### config.mk
export PLATFORM = sky130hd
export DESIGN_NAME = pc_gen
export DESIGN_NICKNAME = d
export VERILOG_FILES = /design/src/rtl/pc_gen_pkg.sv /design/src/rtl/pc_gen.sv
export SDC_FILE = /design/constraint.sdc
export NUM_CORES = 1
export LEC_CHECK = 0
export ABC_CLOCK_PERIOD_IN_PS = 2270
export BUFFER_PORTS_ARGS = -buffer_cell sky130_fd_sc_hd__buf_2
export CAP_MARGIN = 20
export CORE_MARGIN = 2
export CORE_UTILIZATION = 42
export DETAILED_ROUTE_END_ITERATION = 10
export PLACE_DENSITY = 0.68
export SYNTH_ARGS = -nofsm -noshare
export SYNTH_HDL_FRONTEND = slang
export SYNTH_SLANG_ARGS = --single-unit
### constraint.sdc
create_clock -name clk -period 2.27 [get_ports clk]
set_input_delay 0.454 -clock clk [delete_from_list [all_inputs] [get_ports clk]]
set_output_delay 0.454 -clock clk [all_outputs]
set_load 0.03 [all_outputs]
### src/rtl/pc_gen_pkg.sv
// Shared definitions for the program-counter generator.
//   state_t    : RUN (fetching normally) / FLUSH (cancelling in-flight fetch)
//   INST_BYTES : PC increment per launched fetch
//   ALIGN_MASK : low PC bits that must be zero for a legal fetch address
package pc_gen_pkg;

  typedef enum logic {
    RUN   = 1'b0,
    FLUSH = 1'b1
  } state_t;

  localparam int unsigned INST_BYTES = 4;
  localparam logic [1:0]  ALIGN_MASK = 2'b11;

endpackage

### src/rtl/pc_gen.sv
// Program-counter generator feeding the instruction-fetch stage.
// Holds the next fetch address and advances it by INST_BYTES on every launch.
// Redirects and traps reload it and raise a one-cycle flush.
// Ports:
//   clk             : clock, rising edge
//   reset           : synchronous, active-low
//   fetch_busy      : fetch stage has a read outstanding
//   stall           : pipeline hazard stall
//   redirect_valid  : taken branch/jump this cycle
//   redirect_target : new PC for the redirect
//   trap_valid      : trap entry this cycle (wins over redirect)
//   trap_vector     : trap handler address, low two bits ignored
//   pc_addr         : next fetch address
//   flush           : cancel in-flight fetch / squash IF/ID
//   misalign        : one-cycle pulse for a misaligned redirect target
//   bad_addr        : target of the most recent misaligned redirect
//   fetch_count     : fetches launched since reset
module pc_gen
  import pc_gen_pkg::*;
#(
  parameter int unsigned            ADDR_WIDTH = 32,
  parameter logic [ADDR_WIDTH-1:0]  RESET_PC   = 32'h8000_0000,
  parameter int unsigned            CNT_WIDTH  = 32
) (
  input  logic                  clk,
  input  logic                  reset,
  input  logic                  fetch_busy,
  input  logic                  stall,
  input  logic                  redirect_valid,
  input  logic [ADDR_WIDTH-1:0] redirect_target,
  input  logic                  trap_valid,
  input  logic [ADDR_WIDTH-1:0] trap_vector,
  output logic [ADDR_WIDTH-1:0] pc_addr,
  output logic                  flush,
  output logic                  misalign,
  output logic [ADDR_WIDTH-1:0] bad_addr,
  output logic [CNT_WIDTH-1:0]  fetch_count
);

  state_t                state_q, state_d;
  logic [ADDR_WIDTH-1:0] pc_q, pc_d;
  logic                  misalign_q, misalign_d;
  logic [ADDR_WIDTH-1:0] bad_q, bad_d;
  logic [CNT_WIDTH-1:0]  count_q, count_d;

  logic                  launch;
  logic [ADDR_WIDTH-1:0] trap_aligned;
  logic                  target_misaligned;

  assign launch            = (state_q == RUN) && !fetch_busy && !stall;
  assign trap_aligned      = trap_vector & ~ADDR_WIDTH'(ALIGN_MASK);
  assign target_misaligned = (redirect_target[1:0] & ALIGN_MASK) != 2'b00;

  always_comb begin
    state_d    = RUN;
    pc_d       = pc_q;
    misalign_d = 1'b0;
    bad_d      = bad_q;
    // A launch coinciding with an event is still a real fetch and is counted.
    count_d    = launch ? count_q + CNT_WIDTH'(1) : count_q;

    if (trap_valid) begin
      pc_d    = trap_aligned;
      state_d = FLUSH;
    end else if (redirect_valid) begin
      state_d = FLUSH;
      if (target_misaligned) begin
        pc_d       = trap_aligned;
        bad_d      = redirect_target;
        misalign_d = 1'b1;
      end else begin
        pc_d = redirect_target;
      end
    end else if (launch) begin
      pc_d = pc_q + ADDR_WIDTH'(INST_BYTES);
    end
  end

  always_ff @(posedge clk) begin
    if (!reset) begin
      state_q    <= RUN;
      pc_q       <= RESET_PC;
      misalign_q <= 1'b0;
      bad_q      <= '0;
      count_q    <= '0;
    end else begin
      state_q    <= state_d;
      pc_q       <= pc_d;
      misalign_q <= misalign_d;
      bad_q      <= bad_d;
      count_q    <= count_d;
    end
  end

  assign pc_addr     = pc_q;
  assign flush       = (state_q == FLUSH);
  assign misalign    = misalign_q;
  assign bad_addr    = bad_q;
  assign fetch_count = count_q;

endmodule

After elaboration in Yosys (flattened, before gate mapping):

Cells that the tools add are included.

* input bits: 70
* register bits: 98
* word-level logic and storage cells: 29
* output and inout bits: 98

* bitwise operators: 4
* reduce and logical (&&, ||, !) cells: 10
* add/subtract/negate cells: 2
* mux-type cells: 7

Operator list (count)
* 32-bit two-way mux: 4
* 32-bit by 1-bit adder with 32-bit output (second input constant): 1
* 32-bit by 3-bit adder with 32-bit output (second input constant): 1
* 1-bit inverter: 4
* 2-bit nonzero test: 2
* 1-bit two-way mux: 3
* 3-bit AND reduction: 1
* 3-bit nonzero test: 1
* 3-bit OR reduction: 1
* 1-bit logical AND: 2
* 1-bit logical NOT: 2
* 2-bit OR reduction: 1

Longest topological paths before layout:

* depth after elaboration: 6
* depth in mapped cells: 8
* gate-level depth less buffers: 6

Worst setup path after synthesis:

No wires, ideal clock.

* kind: register to register
* start point: register pc_q[2] (netlist: pc_addr[2])
* end point: register pc_q[24] (netlist: pc_addr[24])
* period minus slack after synthesis: 1.979 ns
* cell stages (with the launch flop): 7
* buffers on the path: 0
* data arrival time: 1.894 ns
* setup time: 0.086 ns
* required time: 2.184 ns
* setup slack: 0.291 ns
* path through: dfxtp_1 > ha_1 > nand4_1 > nor4_4 > a31oi_1 > a41o_1 > a211oi_1

* word-level cells in the longest chain between the ends: 4

RTL lines
* from (decl): RTL line pc_gen.sv:41 `logic [ADDR_WIDTH-1:0] pc_q, pc_d;`
* from (signal assigned): RTL line pc_gen.sv:88 `pc_q <= pc_d;`
* 32-bit by 3-bit adder with 32-bit output: RTL line pc_gen.sv:75 `pc_d = pc_q + ADDR_WIDTH'(INST_BYTES);`
* 32-bit two-way mux: RTL line pc_gen.sv:74 `end else if (launch) begin`
* 32-bit two-way mux: RTL line pc_gen.sv:65 `end else if (redirect_valid) begin`
* 32-bit two-way mux: RTL line pc_gen.sv:62 `if (trap_valid) begin`

Every way passes these cells. The select of a mux whose other input is x is not followed.
A chain may end at the register's enable or synchronous reset.

Worst setup path after layout:

* start point: register pc_q[10] (netlist: pc_addr[10])
* end point: register pc_q[30] (netlist: pc_addr[30])

Same word-level chain as after synthesis.

==> qor.csv <==
stage;metric;value;unit
sta;post-route-min-period;2.11;ns
floorplan;num_rows;40;
sta;finalSetupViolations;0;
sta;hold_slack;0.359;ns
clock_network;cts_made_buffers;9;
synthesis;ys_warn_count;0;
place;port-buffer-count;165;
grt;grt_pass1_wl;27000;um
job;drv_cap;0;
sta;final.setup.tns;0;ns
sta;worst_slew_pin_slew;0.560;ns
floorplan;dieArea;13100;sq um
clock_network;cts_resized;0;
critical_path;slowest_delay;0.50;ns
grt;use_met1;31.7;%
clock_network;clockBufferDepth;2;
routing;routed_wl;17400;um
floorplan;die_w;114;um
layout;mostFrequentLayoutCell;buf_2;
floorplan;start_util;42.9;%
place;gp_congestion;0.866;
routing;detail-route-antenna-nets;0;
critical_path;cp_slowest_cell;dfxtp_1;
layout;final_cell_mix;165 x buf_2, 118 x nand2_1, 98 x dfxtp_1;
clock_network;htreeDepth;3;
floorplan;core;12000;sq um
critical_path;reg2regPathDepth;5;
routing;dr_total_vias;5731;
critical_path;critPathKind;reg2reg;
power_and_ir_drop;p_leak;2.74;nW
layout;final-seq-area;1960;sq um
clock_network;cts_sinks;98;
routing;first_pass_iters;7;
synthesis;synth_nets;722;
sta;rsz0062_at_grt;no;
critical_path;crit_path_start;pc_addr[10];
sta;fin_crit_sh;92.8;%
grt;grt_pass1_vias;5346;
routing;routed_via_density;5.95;
power_and_ir_drop;ir_worst_vdd;0.314;mV
layout;nets;884;
power_and_ir_drop;p_per_area;621;nW/um^2
floorplan;die_y;114;um
sta;slew_headroom;62.3;%
critical_path;arrival;2.37;ns
synthesis;synth_area;5130;sq um
status;status;completed;
floorplan;ios;168;
layout;nFillCells;1209;
sta;finalMaxSlewViolations;0;
clock_network;clkTransAtPathRegs;0.07;ns
clock_network;clock-root-buffer;clkbuf_16;
synthesis;ys_ff_latch;98;
critical_path;crit_path_end_kind;flop;
synthesis;seq_area_frac_synth;38.3;%
clock_network;ctsHoldBuffers;0;
layout;drive_gt1_share;28.2;%
grt;busiest_layer;met2;
synthesis;synth_edf_count;0;
routing;initialDrtViolationCount;528;
layout;num_antenna_cells;0;
grt;grt_start_max_net_pins;49;
layout;syn_to_final_growth;26.3;%
routing;wl_per_cell;18.0;um
layout;multiInputGateArea;2960;sq um
critical_path;setup.worst_path.start_class;flop;
sta;fmax;0.475;GHz
clock_network;cts_setup_buffers;0;
place;dp.cells;948;
critical_path;crit_chain;and4_1 -> nand4_4 -> nor4b_4 -> a211oi_1 -> nor4_2;
synthesis;synthFlopType;dfxtp_1;
grt;grt_usage;26.1;%
grt;grt_use_met2;45.2;%
synthesis;syn_area_per_cell;7.89;sq um
critical_path;reg2reg_setup_slack;0.16;ns
sta;hold_viol_final;0;
layout;layout.cells.non_filler;964;
synthesis;async_reset_ff_share;0;%
synthesis;yosysUniqueCellTypes;63;
grt;grt-ovfl-total;0;
clock_network;cts_tree;built;
critical_path;worst-path-max-fanout;9;
grt;antenna_found_initial;0;
grt;grtUsageMet3;5.24;%
worst_hold_path;min_from;redirect_target[16];
worst_hold_path;hold_path_class;in2reg;
worst_hold_path;min_path_cells;3;
clock_network;clk-insertion-delay-late;0.35;ns
routing;drc;0;
synthesis;synthesis.instances;650;
critical_path;timing.rr.start;pc_addr[10];
critical_path;critical_path_required;2.54;ns
sta;fin_worst_skew;0.00821;ns
place;post-dp-hpwl;13100;um
[synthesized netlist by cell type, drive strengths merged, types with 12 or more instances]
library cell | n | area share (%)
nand4 | 25 | 3.3
nand2 | 119 | 8.8
xnor2 | 12 | 2.1
a21oi | 75 | 7.3
clkbuf | 33 | 2.4
dfxtp | 98 | 38
xor2 | 17 | 2.9
nor2 | 38 | 3.0
o22ai | 13 | 1.6
o21ai | 30 | 2.9
nor3 | 15 | 1.9
nand3 | 24 | 2.4
[path summary, 6_finish.rpt]
check	endpoint
max reg2reg	pc_addr[30]
min reg2reg	bad_addr[28]
max	pc_addr[30]
min	bad_addr[16]
[worst max-delay path, delay by kind of cell (launching register included)]
family / cells / cell delay [ns]
AOI/OAI and AO/OA: 1 / 0.18
DFF: 1 / 0.50
and+or+nand+nor: 4 / 1.33
[power breakdown]
part	internal (mW)	switching (mW)
combinational	0.249	0.459
clock	0.746	0.689
sequential	1.79	0.0874
total	2.79	1.24
[kinds of logic (layout without fill, tap and decap cells)]
kind of cell	Yosys count	count (layout)	synth area share, %
and+or+nand+nor	278	278	28.1
buffers and inverters	51	218	4.17
DFF	98	98	38.3
xor gates and xnor gates	29	29	4.95
AOI/OAI and AO/OA	186	186	22.8
muxes	6	6	1.17
adders and majority gates	2	2	0.488
[per-layer routing]
layer,up-vias,part of all wire (%)
li1,2711,-
met1,2733,40
met2,253,50
met3,34,7.9
met4,0,2.2
met5,-,0
[area by class of cell]
class                   instances  area share (%)
multi-input cells             501            45.6
flip-flops and latches         98            30.3
repair buffers                195            16.6
clock buffers                  10            3.54
well taps                     147            2.84
clock inverters                 6           0.657
inverters                       7           0.406
[state kept, by name, indices dropped and copies added, names as in the netlist, named ones only]
name,count
pc_addr,30
misalign,1
fetch_count,32
flush,1
bad_addr,32
[through the flow]
| stage | worst slack (ns) | utilization (%) | total power, mW | cell area, sq um |
|---|---|---|---|---|
| 6_report | 0.164 | 54.1 | 4.02 | 6470 |
| 5_1_grt | 0.0526 | 54.1 | 4.17 | 6470 |
| 4_1_cts | 0.171 | 54.1 | 4.05 | 6470 |
| 3_5_place_dp | 0.161 | 51.9 | 2.62 | 6200 |
| 3_3_place_gp | 0.210 | 51.9 | 2.60 | 6200 |
| 2_1_floorplan | 0.291 | - | 2.33 | 5130 |
Power figures use the tool's default switching activity.
